**src/rtl/golomb_job_controller_pkg.sv**
```systemverilog
// Shared types and widths for the Golomb ruler job controller.
`ifndef GJC_REC_W
`define GJC_REC_W(np, vb) (((np) + 1) * (vb))
`define GJC_RES_W(nr, np, vb) ((nr) * `GJC_REC_W(np, vb))
`endif

package golomb_job_controller_pkg;

    typedef enum logic [2:0] {
        IDLE,
        RESET,
        RUN,
        DRAIN,
        EMIT1
    } state_e;

    typedef enum logic [1:0] {
        RES_OK      = 2'd0,
        RES_NONE    = 2'd1,
        RES_TIMEOUT = 2'd2,
        RES_BAD     = 2'd3
    } status_e;

endpackage

```
**src/rtl/golomb_job_controller_if.sv**
```systemverilog
// Host link of the job controller: job stream in, result record stream out.
interface golomb_job_controller_if #(
    parameter int RW = 54,
    parameter int VB = 9
);
    logic          job_valid;
    logic          job_ready;
    logic [RW-1:0] job_prefix;
    logic [7:0]    job_id;

    logic          res_valid;
    logic          res_ready;
    logic [7:0]    res_id;
    logic [RW-1:0] res_ruler;
    logic [VB-1:0] res_length;
    logic [2:0]    res_index;
    logic          res_last;
    logic [1:0]    res_status;

    modport master (
        output job_valid, job_prefix, job_id, res_ready,
        input  job_ready, res_valid, res_id, res_ruler,
        input  res_length, res_index, res_last, res_status
    );

    modport slave (
        input  job_valid, job_prefix, job_id, res_ready,
        output job_ready, res_valid, res_id, res_ruler,
        output res_length, res_index, res_last, res_status
    );
endinterface

```
**src/rtl/golomb_ruler_checker.sv**
```systemverilog
// Combinational Golomb property check: strictly increasing marks, distinct distances.
module golomb_ruler_checker #(
    parameter int NUMPOSITIONS = 5,
    parameter int VALUE_BITS   = 9
) (
    input  logic [(NUMPOSITIONS+1)*VALUE_BITS-1:0] ruler,
    output logic                                   ok
);
    logic [VALUE_BITS-1:0]      m [NUMPOSITIONS+1];
    logic [2**VALUE_BITS-1:0]   seen;
    logic [VALUE_BITS-1:0]      d;
    logic                       inc;
    logic                       dup;

    always_comb begin
        seen = '0;
        d    = '0;
        inc  = 1'b1;
        dup  = 1'b0;
        for (int i = 0; i <= NUMPOSITIONS; i++)
            m[i] = ruler[(NUMPOSITIONS-i)*VALUE_BITS +: VALUE_BITS];
        for (int i = 0; i < NUMPOSITIONS; i++)
            if (m[i+1] <= m[i]) inc = 1'b0;
        // one-hot distance set: a second hit on any bit is a repeat
        for (int i = 0; i < NUMPOSITIONS; i++) begin
            for (int j = i + 1; j <= NUMPOSITIONS; j++) begin
                d = m[j] - m[i];
                if (seen[d]) dup = 1'b1;
                seen[d] = 1'b1;
            end
        end
        ok = inc && !dup;
    end
endmodule

```
**src/rtl/golomb_job_controller.sv**
```systemverilog
// Drives one ruler search assembly per job and drains its results as records.
// Optional ruler validation: define GOLOMB_RESULT_CHECK_EN.
module golomb_job_controller
    import golomb_job_controller_pkg::*;
#(
    parameter int NUMPOSITIONS   = 5,
    parameter int VALUE_BITS     = 9,
    parameter int NUM_RESULTS    = 5,
    parameter int RESET_CYCLES   = 4,
    parameter int TIMEOUT_CYCLES = 0,
    localparam int RW = `GJC_REC_W(NUMPOSITIONS, VALUE_BITS),
    localparam int AW = `GJC_RES_W(NUM_RESULTS, NUMPOSITIONS, VALUE_BITS)
) (
    input  logic                  FXCLK,
    input  logic                  RESET_IN,
    golomb_job_controller_if.slave bus,
    output logic                  asm_reset,
    output logic [RW-1:0]         asm_firstvalues,
    input  logic                  asm_done,
    input  logic [5:0]            asm_numresults,
    input  logic [AW-1:0]         asm_results,
    output logic                  busy
);
    localparam int CMAX = (RESET_CYCLES > TIMEOUT_CYCLES) ? RESET_CYCLES : TIMEOUT_CYCLES;
    localparam int CW   = (CMAX < 2) ? 1 : $clog2(CMAX + 1);
    localparam logic [5:0] NR6 = 6'(NUM_RESULTS);

    state_e          state_q, state_d;
    status_e         status_q, status_d;
    logic [CW-1:0]   cnt_q, cnt_d;
    logic [2:0]      idx_q, idx_d;
    logic [2:0]      k_q, k_d;
    logic [RW-1:0]   fv_q;
    logic [7:0]      id_q;
    logic [RW-1:0]   buf_q [NUM_RESULTS];
    logic [RW-1:0]   cur;
    logic            accept, cap, hs, chk_ok;

    assign hs = bus.res_valid && bus.res_ready;

    always_comb begin
        state_d  = state_q;
        status_d = status_q;
        cnt_d    = cnt_q;
        idx_d    = idx_q;
        k_d      = k_q;
        accept   = 1'b0;
        cap      = 1'b0;
        unique case (state_q)
            IDLE: begin
                if (bus.job_valid) begin
                    accept  = 1'b1;
                    cnt_d   = '0;
                    state_d = RESET;
                end
            end
            RESET: begin
                if (int'(cnt_q) == RESET_CYCLES - 1) begin
                    cnt_d   = '0;
                    state_d = RUN;
                end else begin
                    cnt_d = cnt_q + 1'b1;
                end
            end
            RUN: begin
                if (cnt_q != '1) cnt_d = cnt_q + 1'b1;
                // cnt_q==0 is the first cycle after asm_reset fell: done may be stale
                if (asm_done && cnt_q != '0) begin
                    cap = 1'b1;
                    if (asm_numresults == 6'd0) begin
                        status_d = RES_NONE;
                        state_d  = EMIT1;
                    end else begin
                        k_d     = (asm_numresults > NR6) ? NR6[2:0] : asm_numresults[2:0];
                        idx_d   = 3'd1;
                        state_d = DRAIN;
                    end
                end else if (TIMEOUT_CYCLES > 0 && int'(cnt_q) + 1 == TIMEOUT_CYCLES) begin
                    status_d = RES_TIMEOUT;
                    state_d  = EMIT1;
                end
            end
            DRAIN: begin
                if (hs) begin
                    if (idx_q == k_q) state_d = IDLE;
                    else idx_d = idx_q + 3'd1;
                end
            end
            EMIT1: begin
                if (hs) state_d = IDLE;
            end
            default: state_d = IDLE;
        endcase
    end

    always_ff @(posedge FXCLK) begin
        if (RESET_IN) begin
            state_q  <= IDLE;
            status_q <= RES_OK;
            cnt_q    <= '0;
            idx_q    <= '0;
            k_q      <= '0;
            fv_q     <= '0;
            id_q     <= '0;
            for (int i = 0; i < NUM_RESULTS; i++) buf_q[i] <= '0;
        end else begin
            state_q  <= state_d;
            status_q <= status_d;
            cnt_q    <= cnt_d;
            idx_q    <= idx_d;
            k_q      <= k_d;
            if (accept) begin
                fv_q <= bus.job_prefix;
                id_q <= bus.job_id;
            end
            if (cap)
                for (int i = 0; i < NUM_RESULTS; i++)
                    buf_q[i] <= asm_results[(NUM_RESULTS-1-i)*RW +: RW];
        end
    end

    always_comb begin
        cur = '0;
        if (state_q == DRAIN) cur = buf_q[idx_q - 3'd1];
    end

`ifdef GOLOMB_RESULT_CHECK_EN
    golomb_ruler_checker #(
        .NUMPOSITIONS(NUMPOSITIONS),
        .VALUE_BITS  (VALUE_BITS)
    ) u_chk (
        .ruler(cur),
        .ok   (chk_ok)
    );
`else
    assign chk_ok = 1'b1;
`endif

    always_comb begin
        bus.res_status = RES_OK;
        if (state_q == EMIT1) bus.res_status = status_q;
        else if (state_q == DRAIN && !chk_ok) bus.res_status = RES_BAD;
    end

    assign bus.job_ready  = (state_q == IDLE);
    assign asm_reset      = (state_q == IDLE) || (state_q == RESET);
    assign busy           = (state_q != IDLE);
    assign asm_firstvalues = fv_q;
    assign bus.res_valid  = (state_q == DRAIN) || (state_q == EMIT1);
    assign bus.res_id     = id_q;
    assign bus.res_ruler  = cur;
    assign bus.res_length = cur[VALUE_BITS-1:0];
    assign bus.res_index  = (state_q == DRAIN) ? idx_q : 3'd0;
    assign bus.res_last   = (state_q == EMIT1) || ((state_q == DRAIN) && (idx_q == k_q));
endmodule

```
**src/flat_wrapper.sv**
```systemverilog
// flat-port wrapper written by rule: the top's interface ports become plain ports
module golomb_job_controller_flat import golomb_job_controller_pkg::*;
#(
    parameter int NUMPOSITIONS   = 5,
    parameter int VALUE_BITS     = 9,
    parameter int NUM_RESULTS    = 5,
    parameter int RESET_CYCLES   = 4,
    parameter int TIMEOUT_CYCLES = 0,
    localparam int RW = `GJC_REC_W(NUMPOSITIONS, VALUE_BITS),
    localparam int AW = `GJC_RES_W(NUM_RESULTS, NUMPOSITIONS, VALUE_BITS)
)
  (FXCLK, RESET_IN, asm_reset, asm_firstvalues, asm_done, asm_numresults, asm_results, busy, bus_job_valid, bus_job_prefix, bus_job_id, bus_res_ready, bus_job_ready, bus_res_valid, bus_res_id, bus_res_ruler, bus_res_length, bus_res_index, bus_res_last, bus_res_status);
  golomb_job_controller_if #(.RW((((5) + 1) * (9))), .VB((9))) bus_i ();
  input  logic FXCLK;
  input  logic RESET_IN;
  output logic asm_reset;
  output logic [RW-1:0] asm_firstvalues;
  input  logic asm_done;
  input  logic [5:0] asm_numresults;
  input  logic [AW-1:0] asm_results;
  output logic busy;
  input wire logic [$bits(bus_i.job_valid)-1:0] bus_job_valid;
  input wire logic [$bits(bus_i.job_prefix)-1:0] bus_job_prefix;
  input wire logic [$bits(bus_i.job_id)-1:0] bus_job_id;
  input wire logic [$bits(bus_i.res_ready)-1:0] bus_res_ready;
  output wire logic [$bits(bus_i.job_ready)-1:0] bus_job_ready;
  output wire logic [$bits(bus_i.res_valid)-1:0] bus_res_valid;
  output wire logic [$bits(bus_i.res_id)-1:0] bus_res_id;
  output wire logic [$bits(bus_i.res_ruler)-1:0] bus_res_ruler;
  output wire logic [$bits(bus_i.res_length)-1:0] bus_res_length;
  output wire logic [$bits(bus_i.res_index)-1:0] bus_res_index;
  output wire logic [$bits(bus_i.res_last)-1:0] bus_res_last;
  output wire logic [$bits(bus_i.res_status)-1:0] bus_res_status;
  assign bus_i.job_valid = bus_job_valid;
  assign bus_i.job_prefix = bus_job_prefix;
  assign bus_i.job_id = bus_job_id;
  assign bus_i.res_ready = bus_res_ready;
  assign bus_job_ready = bus_i.job_ready;
  assign bus_res_valid = bus_i.res_valid;
  assign bus_res_id = bus_i.res_id;
  assign bus_res_ruler = bus_i.res_ruler;
  assign bus_res_length = bus_i.res_length;
  assign bus_res_index = bus_i.res_index;
  assign bus_res_last = bus_i.res_last;
  assign bus_res_status = bus_i.res_status;
  golomb_job_controller #(.NUMPOSITIONS(NUMPOSITIONS), .VALUE_BITS(VALUE_BITS), .NUM_RESULTS(NUM_RESULTS), .RESET_CYCLES(RESET_CYCLES), .TIMEOUT_CYCLES(TIMEOUT_CYCLES)) u_core (.FXCLK(FXCLK), .RESET_IN(RESET_IN), .bus(bus_i), .asm_reset(asm_reset), .asm_firstvalues(asm_firstvalues), .asm_done(asm_done), .asm_numresults(asm_numresults), .asm_results(asm_results), .busy(busy));
endmodule
```
**config.mk**
```make
export PLATFORM = sky130hd
export DESIGN_NAME = golomb_job_controller_flat
export DESIGN_NICKNAME = d
export VERILOG_FILES = /design/src/rtl/golomb_job_controller_pkg.sv /design/src/rtl/golomb_job_controller_if.sv /design/src/rtl/golomb_ruler_checker.sv /design/src/rtl/golomb_job_controller.sv /design/src/flat_wrapper.sv
export SDC_FILE = /design/constraint.sdc
export NUM_CORES = 1
export LEC_CHECK = 0
export ABC_AREA = 0
export BUFFER_PORTS_ARGS = -buffer_cell sky130_fd_sc_hd__buf_2
export CAP_MARGIN = 5
export CORE_AREA = 2 2 188 190
export DETAILED_ROUTE_END_ITERATION = 7
export DIE_AREA = 0 0 190 192
export PLACE_DENSITY = 0.8
export SLEW_MARGIN = 0
export SYNTH_ARGS = -nofsm -noshare
export SYNTH_HDL_FRONTEND = slang
export SYNTH_SLANG_ARGS = --single-unit
```
**constraint.sdc**
```tcl
create_clock -name FXCLK -period 11.18 [get_ports FXCLK]
set_input_delay 0.559 -clock FXCLK [delete_from_list [all_inputs] [get_ports FXCLK]]
set_output_delay 0.559 -clock FXCLK [all_outputs]
set_load 0.01 [all_outputs]
```
Word-level counts from Yosys, hierarchy flattened
Memory sizes are Yosys's and may differ from the RTL's.
Index checks and enable logic that the tools add are counted.
- register bits after elaboration: 75
- latch bits: 0
- memory bits (writable): 270
- ROM bits: 0
- input port bits: 343
- output and inout bits: 135
- logic and storage cells: 86
- memories kept: 1
- memories (memory ; depth ; width ; read ports ; clocked after Yosys merged registers in ; wr ports ; line ; RTL):
    u_core.buf_q ; 5 ; 54 ; 1 ; 0 ; 5 ; golomb_job_controller.sv:35 ; logic [RW-1:0] buf_q [NUM_RESULTS];
- $add $sub $neg: 3
- multiply operators: 0
- div/mod/pow operators: 0
- order comparisons: 1
- equality and inequality tests: 16
- shift-type cells: 0
- mux-type cells: 35
- bitwise operators: 6
- reductions and logical operators: 17
- operator list (operator ; number):
    $mux W54 ; 6
    $mux W3 ; 16
    $pmux W3 S5 ; 1
    $mux W1 ; 10
    $ne A2 B1 Y1 const B ; 5
    $pmux W3 S3 ; 1
    $reduce_and A3 Y1 ; 3
    $reduce_bool A3 Y1 ; 3
    $ne A2 B2 Y1 const B ; 4
    $add A3 B1 Y3 const B ; 2
    $eq A3 B2 Y1 const B ; 2
    $eq A3 B3 Y1 const B ; 2
    $gt A6 B3 Y1 const B ; 1
    $logic_not A6 Y1 ; 1
    $pmux W3 S2 ; 1
    $reduce_and A6 Y1 ; 1
    $or A1 B1 Y1 ; 5
    $reduce_and A5 Y1 ; 1
    $eq A3 B1 Y1 const B ; 1
    $eq A3 B3 Y1 ; 1
    $logic_and A1 B1 Y1 ; 3
    $logic_not A3 Y1 ; 1
    $logic_or A1 B1 Y1 ; 3
    $ne A3 B3 Y1 const B ; 1
    3 further kinds ; 3

Depth between registers and ports, before layout
Gate-level depths: netlist of the first run.
- word-level depth: 8
- gate-level depth with buffers: 10
- mapped depth without buffers: 7

Worst setup path before layout of the first run
Ideal clock, no wire load.
- kind: input to register
- from: input port RESET_IN
- to: memory u_core.buf_q[0][0] (enable)
- setup time: 680 ps
- data arrival time: 7559 ps
- data required time: 10500 ps
- path slack: 2941 ps
- stages on the path: 3
- buffers on the path: 2
- cells stage by stage: clkbuf_1 -> clkbuf_1 -> nand2b_1
- RTL lines (item ; line ; RTL):
    from (decl) ; flat_wrapper.sv:15 ; input logic RESET_IN;
    to (decl) ; golomb_job_controller.sv:35 ;

==> metrics.yaml, run 1 <==
routing:
  routed-via-count: 10700
  first_pass_iters: 5
  viasPerCell: 5.00
  drcViolationCount: 0
  drt_iter0_drc: 498
  wl_per_cell_um: 17.9
  routed_wl_um: 38400
  ant_nets: 0
timing:
  min_period_ns: 4.06
  setup_slack_ns: 7.12
  setup-violations-final: 0
  max_freq_ghz: 0.246
  finClkSkew_ns: 0.0200
  slew_viol_final: 0
  setup_tns_ns: 0
  slew_headroom: 0.255
  rsz0062_at_grt: "no"
  worstMarginPinSlew_ns: 1.11
  period_share: 0.363
  hold_viol_final: 0
grt:
  grt.total_usage: 0.203
  grt_pass1_vias: 10800
  grt_pass1_wl_um: 57000
  grt_max_degree: 137
  antenna_found_initial: 20
  gr-total-overflow: 0
layout:
  layout_common_cells: "buf_2 (476), and2_1 (270), edfxtp_1 (270)"
  fin_nets: 1995
  layout_commonest_cell: "buf_2"
  drive_gt1_frac: 0.364
  syn2layout_area_growth_pct: 26.0
hold_path:
  hp-start: "bus_job_prefix[53]"
  worstHoldPathCells: 3
  hold_path.class: "in -> reg"
  min_to: "u_core.asm_firstvalues[53]"
clocking:
  cts_setup_buffers: 0
  clk_latency_ns: 0.53
  cts_num_sinks: 345
  numCtsBuffers: 38
  clk_path_buf_depth: 3
  h-tree-depth: 2
  postCtsHoldBufs: 0
  cts_resized: 0
  cts-root-buf: "clkbuf_16"
  cts_tree: "yes"
  path_clk_slew_ns: 0.06
flow_run:
  drv_cap: 0
floorplan:
  ioPinCount: 478
  initial_core_util: 0.439
  die_h_um: 192
  die_w_um: 190
  die-area_sq_um: 36500
  rows: 68
  core_area_sq_um: 34300
critical_path:
  critPathArrivalTime_ns: 4.21
  cp.depth: 7
  cp_max_fo: 79
  cp_slowest_cell: "buf_4"
  reg2reg_depth: 7
  r2r_slack_ns: 7.12
  reg2reg_from: "u_core.cnt_q[0]"
  endpoint_kind: "flop"
  slowest_delay_ns: 0.88
  path_cells: "inv_1 > ha_1 > nor2b_1 > nand4b_1 > nand2b_4 > buf_4 > buf_4"
  required_ns: 11.32
  startpoint_type: "flop"
  critPathTopFamily: "buffers and inverters"
  worst_path_most_repeated_cell: "buf_4"
  cp.buffers_inverters: 3
  r2r_end: "u_core.buf_q[1][31]"
  path_class: "reg -> reg"
place:
  io_buffer_count: 476
  dp_slack_ns: 7.00
  dpl.hpwl_um: 26400
  place_congestion: 0.807
yosys:
  yosysSeqAreaShare: 0.638
  ys_ff_latch: 345
  synth_nets: 1561
  syn_inst: 1211
  synth_area_sq_um: 15100
  ys_types: 46
  avgSynthCellArea_sq_um: 12.4
  yosysWarnings: 0
status:
  status: "completed"
power_and_ir_drop:
  leakage_nw: 7.94
  powerDensity_nw_per_um2: 149
  irDropWorstVdd_v: 0.000131
## registers in the layout, summed over array words and instances (netlist names)
name                    count
u_core.k_q                  3
u_core.cnt_q                3
u_core.idx_q                3
u_core.status_q             1
u_core.state_q              3
u_core.bus.res_id           8
u_core.asm_firstvalues     54
u_core.buf_q              270
## worst max path at each step
stage	slack (ns)	startpoint	endpoint
after floorplan	2.94	RESET_IN	u_core.buf_q[0][0]
after global placement	7.13	RESET_IN	u_core.buf_q[4][37]
after detailed placement	7.00	RESET_IN	u_core.buf_q[4][40]
after CTS	7.05	u_core.idx_q[0]	bus_res_ruler[34]
after global routing	6.84	u_core.cnt_q[0]	u_core.buf_q[3][32]
final	7.12	u_core.cnt_q[0]	u_core.buf_q[1][31]
## metrics by stage
step           power [mW]   util  cell area (sq um)  instances  hold slack (ns)
3_3_place_gp         1.63  0.516              17700       2060            0.440
3_5_place_dp         1.64  0.516              17700       2060            0.446
6_report             2.83  0.553              19000       2148            0.265
5_1_grt              2.92  0.553              19000       2143            0.255
4_1_cts              2.85  0.552              18900       2130            0.245
2_1_floorplan        1.56      -              15100       1211            0.429
## power breakdown
group	switching, mW	internal (mW)
registers	0.0192	1.43
logic	0.0871	0.0773
clock network	0.502	0.714
## metal layers
layer / up-vias / GRT usage / part of all wire
met1: 5067 / 0.230 / 0.36
met4: 6 / 0.0915 / 0.033
li1: 5098 / - / -
met3: 86 / 0.0537 / 0.084
met2: 492 / 0.359 / 0.52
met5: - / 0 / 0.0011
## kinds of logic after synthesis
kind of cell,count (synthesis),synth area share
compound gates,143,0.0499
flops,345,0.638
mux,55,0.0814
xor+xnor,5,0.00291
buf+inv,103,0.0321
simple gates,552,0.190
other cells,1,0.000249
fa+ha+maj,7,0.00581
## cell usage after synthesis (all sizes together)
library cell / number / area (sq um)
and2: 271 / 1700
edfxtp: 270 / 8110
nand2: 238 / 893
a21oi: 126 / 631
dfxtp: 75 / 1500
mux4: 54 / 1220
buf: 49 / 280
clkbuf: 45 / 169
nor2: 17 / 66.3
inv: 9 / 33.8
ha: 7 / 87.6
o21ai: 5 / 25.0
nor2b: 4 / 25.0
xnor2: 4 / 35.0
nand4b: 3 / 26.3
nor3: 3 / 26.3
or3b: 3 / 26.3
a211oi: 2 / 15.0
nand2b: 2 / 12.5
nand3: 2 / 10.0
nand3b: 2 / 18.8
or3: 2 / 12.5
a21o: 1 / 7.51
a22o: 1 / 8.76
a2bb2oi: 1 / 8.76
a311o: 1 / 10.0
a311oi: 1 / 8.76
a31oi: 1 / 6.26
and3: 1 / 6.26
and4b: 1 / 10.0
conb: 1 / 3.75
mux2i: 1 / 10.0
nor3b: 1 / 7.51
o21bai: 1 / 7.51
o22ai: 1 / 6.26
o311ai: 1 / 8.76
o32ai: 1 / 8.76
or4: 1 / 11.3
or4b: 1 / 10.0
xor2: 1 / 8.76
## worst register-to-register path, cell delays in order (launching register included)
cell      delay (ns)
dfxtp_1         0.38
inv_1           0.06
ha_1            0.19
nor2b_1         0.14
nand4b_1        0.45
nand2b_4        0.74
buf_4           0.74
buf_4           0.96
## area by class of cell
cell class,instances,area [sq um]
fill,2807,15300
clock buffer,55,1140
antenna,18,45.0
clock inverter,15,83.8
sequential,345,9610
multi-input combinational,763,5020
inverter,9,33.8
timing repair buffer,488,2470
tap,455,569
Power figures use the tool's default switching activity.
==> run 2, diff against run 1 <==
--- a/config.mk
+++ b/config.mk
@@ -8,10 +8,10 @@
 export ABC_AREA = 0
 export BUFFER_PORTS_ARGS = -buffer_cell sky130_fd_sc_hd__buf_2
 export CAP_MARGIN = 5
-export CORE_AREA = 2 2 188 190
+export CORE_MARGIN = 2
+export CORE_UTILIZATION = 46
 export DETAILED_ROUTE_END_ITERATION = 7
-export DIE_AREA = 0 0 190 192
-export PLACE_DENSITY = 0.8
+export PLACE_DENSITY = 0.86
 export SLEW_MARGIN = 0
 export SYNTH_ARGS = -nofsm -noshare
 export SYNTH_HDL_FRONTEND = slang
==> constraint.sdc (replaced) <==
create_clock -name FXCLK -period 3.6 [get_ports FXCLK]
set_input_delay 0.18 -clock FXCLK [delete_from_list [all_inputs] [get_ports FXCLK]]
set_output_delay 0.18 -clock FXCLK [all_outputs]
set_load 0.01 [all_outputs]
==> run 2 against run 1 <==
- total power increased to 3.2 times the previous value
- routed wire length increased by 39%
- highest routed layer unchanged
- core utilization increased by 14 points
- register-to-register slack got worse by 6.1 ns
- critical path type is now reg -> out
==> metrics.yaml, run 2 (synthesized netlist as in run 1, its figures left out) <==
status:
  status: "completed"
grt:
  gr-total-overflow: 0
  use_met3: 0.0610
  busiest_layer: "met2"
  grt_max_degree: 123
  grt.total_usage: 0.298
  antenna_found_initial: 9
  grt_pass1_wl_um: 76500
  grt_pass1_vias: 14000
  use_met1: 0.321
  use_met2: 0.534
critical_path:
  path_cells: "inv_1 > ha_2 > buf_12 > mux4_2 > nand2_1 > a21oi_1 > buf_2"
  reg2reg_depth: 7
  slowest_delay_ns: 0.62
  cp_slowest_cell: "dfxtp_4"
  r2r_end: "u_core.buf_q[1][3]"
  cp.buffers_inverters: 3
  required_ns: 3.42
  critPathArrivalTime_ns: 2.87
  endpoint_kind: "output pin"
  path_class: "reg -> out"
  worstSetupStartpoint: "u_core.idx_q[0]"
  critPathTopFamily: "buffers and inverters"
  cp_max_fo: 55
  r2r_slack_ns: 1.03
  startpoint_type: "flop"
  reg2reg_from: "u_core.cnt_q[0]"
clocking:
  h-tree-depth: 2
  clk_path_buf_depth: 3
  numCtsBuffers: 37
  cts_tree: "yes"
  cts_resized: 0
  clk_latency_ns: 0.52
  path_clk_slew_ns: 0.06
  cts-root-buf: "clkbuf_16"
  cts_num_sinks: 345
layout:
  drive_gt1_frac: 0.305
  syn2layout_area_growth_pct: 48.2
  fin_nets: 2334
  layout_common_cells: "buf_2 (476), dlygate4sd3_1 (331), and2_1 (270), edfxtp_1 (270), nand2_1 (237)"
  layout_commonest_cell: "buf_2"
  regMostFlops: "u_core.buf_q"
  largest_reg_flops: 270
floorplan:
  rows: 66
  initial_core_util: 0.465
  core_area_sq_um: 32400
  die_w_um: 185
  die-area_sq_um: 34200
  ioPinCount: 478
  die_h_um: 185
place:
  dp_slack_ns: 1.05
  place_congestion: 0.841
  dpl.hpwl_um: 27400
  io_buffer_count: 476
power_and_ir_drop:
  irDropWorstVdd_v: 0.000446
  powerDensity_nw_per_um2: 406
  leakage_nw: 9.35
timing:
  slew_viol_final: 0
  setup_tns_ns: 0
  setup_slack_ns: 0.549
  period_share: 0.847
  finClkSkew_ns: 0.0322
  whs_ns: 0.0298
  slew_headroom: 0.260
  worstMarginPinSlew_ns: 1.11
  setup-violations-final: 0
  min_period_ns: 3.05
  rsz0062_at_grt: "no"
  hold_viol_final: 0
  max_freq_ghz: 0.328
hold_path:
  worstHoldPathCells: 3
  min_to: "u_core.k_q[1]"
  hp-start: "asm_numresults[1]"
  hold_path.class: "in -> reg"
flow_run:
  drv_cap: 0
routing:
  routed_wl_um: 53400
  routed-via-count: 13200
  viasPerCell: 5.34
  drt_iter0_drc: 1055
  first_pass_iters: 7
  wl_per_cell_um: 21.7
  drcViolationCount: 0
  ant_nets: 0
==> run 2: what timing repair did <==
action | CTS | global route
setup buffers | 0 | 0
hold buffers | 331 | 0
hold endpoints to repair | 331 | 0
==> run 2: tightest hold or removal path: stages <==
cell and delay [ns]:
buf_2 0.13, nand4b_1 0.10, a21oi_1 0.06
==> run 2: layer usage <==
metal	part of all wire	vias up
li1	-	5763
met1	0.34	6243
met2	0.51	895
met3	0.078	253
met4	0.063	2
met5	0.00024	-
==> run 2: metrics by stage <==
stage / cells / power, mW / instance area (sq um) / util
after floorplan: 1211 / 4.80 / 15100 / -
after global placement: 2056 / 5.09 / 17800 / 0.551
after detailed placement: 2056 / 5.11 / 17800 / 0.551
after CTS: 2453 / 8.97 / 22300 / 0.689
after global routing: 2462 / 9.29 / 22300 / 0.689
final: 2463 / 9.05 / 22300 / 0.689
==> run 2: how the worst max path moves through the flow <==
stage / end / slack [ns] / cells after the start
6_report: bus_res_ruler[4] / 0.55 / 7
5_1_grt: bus_res_ruler[4] / 0.41 / 7
4_1_cts: bus_res_ruler[4] / 0.57 / 7
3_5_place_dp: u_core.buf_q[4][52] / 1.05 / 6
3_3_place_gp: u_core.buf_q[3][23] / 1.12 / 6
2_1_floorplan: u_core.buf_q[0][0] / 0.16 / 5
==> run 2: where the power goes <==
part           internal, mW  switching, mW
logic                 0.487          0.381
registers              4.43         0.0785
clock network          2.08           1.59
total                  7.00           2.05
==> run 2: area by class of cell <==
type | instances | area [sq um]
fillers | 1988 | 10100
clock inverters | 21 | 161
inverters | 9 | 33.8
flip-flops and latches | 345 | 9610
diodes | 10 | 25.0
repair buffers | 828 | 5940
well taps | 442 | 553
multi-input cells | 763 | 5020
clock buffers | 45 | 976
==> run 3, diff against run 2 <==
--- a/config.mk
+++ b/config.mk
@@ -5,13 +5,13 @@
 export SDC_FILE = /design/constraint.sdc
 export NUM_CORES = 1
 export LEC_CHECK = 0
-export ABC_AREA = 0
+export ABC_AREA = 1
 export BUFFER_PORTS_ARGS = -buffer_cell sky130_fd_sc_hd__buf_2
 export CAP_MARGIN = 5
 export CORE_MARGIN = 2
-export CORE_UTILIZATION = 46
+export CORE_UTILIZATION = 50
 export DETAILED_ROUTE_END_ITERATION = 7
-export PLACE_DENSITY = 0.86
+export PLACE_DENSITY = 0.87
 export SLEW_MARGIN = 0
 export SYNTH_ARGS = -nofsm -noshare
 export SYNTH_HDL_FRONTEND = slang
==> constraint.sdc (replaced) <==
create_clock -name FXCLK -period 2.9 [get_ports FXCLK]
set_input_delay 0.145 -clock FXCLK [delete_from_list [all_inputs] [get_ports FXCLK]]
set_output_delay 0.145 -clock FXCLK [all_outputs]
set_load 0.01 [all_outputs]
==> run 3 against run 2 <==
- the run now ends with DRC left
- via count increased by 21%
- clock skew about the same
- register-to-register slack got worse by 0.66 ns
- synthesized cell count increased by 41%
- sequential share of layout area decreased by 2.5 points
- synthesized area increased by 11%
- clock power increased by 31%
- combinational power increased to 6.0 times the previous value
- sequential power increased by 36%
- hold slack got worse by 0.0059 ns
- sequential cell count unchanged
- die area increased by 1.8%
- critical endpoint is now bus_res_length[1]
- largest power group unchanged
- highest routed layer is now met4
==> metrics.yaml, run 3 <==
yosys:
  yosysWarnings: 0
  synth_area_sq_um: 16700
  synthTopCellsByArea: "edfxtp_1 (49%), dfxtp_1 (9.0%), inv_1 (7.8%), nor2_2 (7.1%), nor2_1 (3.6%)"
  synth_common_cells: "inv_1 (348), edfxtp_1 (270), nor2_2 (190), nor2_1 (158), o21ai_0 (112)"
  synth_edf_count: 270
  avgSynthCellArea_sq_um: 9.79
  synth_top_area_frac: 0.486
  synthArstFlopShare: 0
  ys_types: 33
  synth_nets: 2054
  syn_inst: 1704
  synth.most_common_cell: "inv_1"
  synth-main-ff-cell: "edfxtp_1"
  yosysSeqAreaShare: 0.576
  ys_ff_latch: 345
  synth_area_leader_cell: "edfxtp_1"
layout:
  fillers: 1976
  largest_reg_flops: 270
  layout_commonest_cell: "buf_2"
  drive_gt1_frac: 0.304
  syn2layout_area_growth_pct: 42.2
  regMostFlops: "u_core.buf_q"
  layout_common_cells: "buf_2 (476), inv_1 (347), dlygate4sd3_1 (331)"
  fin_nets: 2806
routing:
  first_pass_iters: 8
  wl_per_cell_um: 20.0
  drt_iter0_drc: 1789
  viasPerCell: 5.42
  routed_wl_um: 58600
  routed-via-count: 15900
  drcViolationCount: 1
  ant_nets: 0
grt:
  antenna_found_initial: 9
  grt_max_degree: 112
  gr-total-overflow: 0
  grt_pass1_vias: 16800
  grt_pass1_wl_um: 89200
  grt.total_usage: 0.326
timing:
  setup_tns_ns: 0
  setup-violations-final: 0
  period_share: 0.958
  whs_ns: 0.0239
  worstMarginPinSlew_ns: 0.789
  min_period_ns: 2.78
  hold_viol_final: 0
  max_freq_ghz: 0.360
  slew_headroom: 0.474
  setup_slack_ns: 0.121
  rsz0062_at_grt: "no"
  finClkSkew_ns: 0.0320
  slew_viol_final: 0
hold_path:
  hold_path.class: "in -> reg"
place:
  io_buffer_count: 476
  dpl.hpwl_um: 30300
  dp_slack_ns: 0.589
  place_congestion: 0.931
power_and_ir_drop:
  leakage_nw: 11.3
  irDropWorstVdd_v: 0.000660
  powerDensity_nw_per_um2: 681
floorplan:
  ioPinCount: 478
  rows: 66
  die-area_sq_um: 34800
  die_w_um: 187
  core_area_sq_um: 32700
  initial_core_util: 0.510
  die_h_um: 187
clocking:
  cts-root-buf: "clkbuf_16"
  path_clk_slew_ns: 0.06
  cts_num_sinks: 345
  clk_latency_ns: 0.53
  cts_tree: "yes"
  clk_path_buf_depth: 3
  numCtsBuffers: 37
  h-tree-depth: 2
flow_run:
  drv_cap: 0
critical_path:
  critPathArrivalTime_ns: 2.63
  startpoint_type: "flop"
  endpoint_kind: "output pin"
  cp_max_fo: 36
  required_ns: 2.76
  path_class: "reg -> out"
status:
  violations: "DRC"
  status: "finished, violations left"
## run 3: cell count changes in the layout (fill, tap and decap cells not counted), moves of 54 or more
cell	change
nand3_1	+71
nand2_1	-139
nor2_2	+190
mux4_2	-54
o21ai_0	+111
and2_1	-270
nor2_1	+142
inv_1	+338
## run 3: critical path: stages (launching register included)
cell and delay (ns):
dfxtp_1 0.38, inv_1 0.11, ha_4 0.55, buf_12 0.26, o21ai_0 0.15, o22ai_1 0.28, o21bai_1 0.10, inv_1 0.13
buf_2 0.16
## run 3: where the power goes
part,switching [mW],internal [mW],leakage (nW)
Clock,1.97,2.83,0.593
Combinational,3.42,1.79,7.29
Sequential,0.251,5.89,3.41
Total,5.64,10.5,11.3
## run 3: path summary, 6_finish.rpt
path / cells past startpoint / slack [ns] / startpoint / endpoint
max reg2reg: 10 / 0.37 / u_core.cnt_q[0] / u_core.buf_q[4][15]
min: 3 / 0.02 / asm_results[149] / u_core.buf_q[2][41]
max: 8 / 0.12 / u_core.idx_q[1] / bus_res_length[1]
min reg2reg: 2 / 0.46 / u_core.asm_firstvalues[13] / u_core.asm_firstvalues[13]
## run 3: repair_timing
item                                    4_1_cts  5_1_grt
setup buffers                                 0        1
hold endpoints to repair                    329        0
gates resized for setup                       0        5
endpoints found under the setup margin        0       49
hold buffers                                331        0
## run 3: area by class of cell
class	count	area, sq um	share of cell area
Inverter	352	1320	0.0558
Sequential cell	345	9610	0.405
Multi-Input combinational cell	894	5000	0.211
Antenna cell	11	27.5	0.00116
Timing Repair Buffer	826	5980	0.252
Clock inverter	16	158	0.00665
Tap cell	442	553	0.0233
Clock buffer	50	1060	0.0446
## run 3: cell families after synthesis
family                     after synthesis  synth area share
AOI/OAI and AO/OA                      295             0.101
DFF                                    345             0.576
other                                    1          0.000225
and+or+nand+nor                        536             0.159
muxes                                   54            0.0324
xor gates and xnor gates                 1          0.000525
buffers and inverters                  465             0.126
adders and majority gates                7           0.00525
## run 3: through the flow
step                instance area (sq um)  total power [mW]  utilization  cells
detailed placement                  19100              10.7        0.585   2527
CTS                                 23700              15.7        0.724   2924
global route                        23700              16.7        0.725   2934
global placement                    19100              10.5        0.585   2527
floorplan                           16700              9.25            -   1704
finish                              23700              16.2        0.725   2936
## run 3: per-layer routing
layer,GRT usage,part of all wire,vias up
met5,0,0,-
met4,0.238,0.075,0
met3,0.0662,0.084,360
met2,0.571,0.50,1164
met1,0.351,0.34,7424
li1,-,-,6976
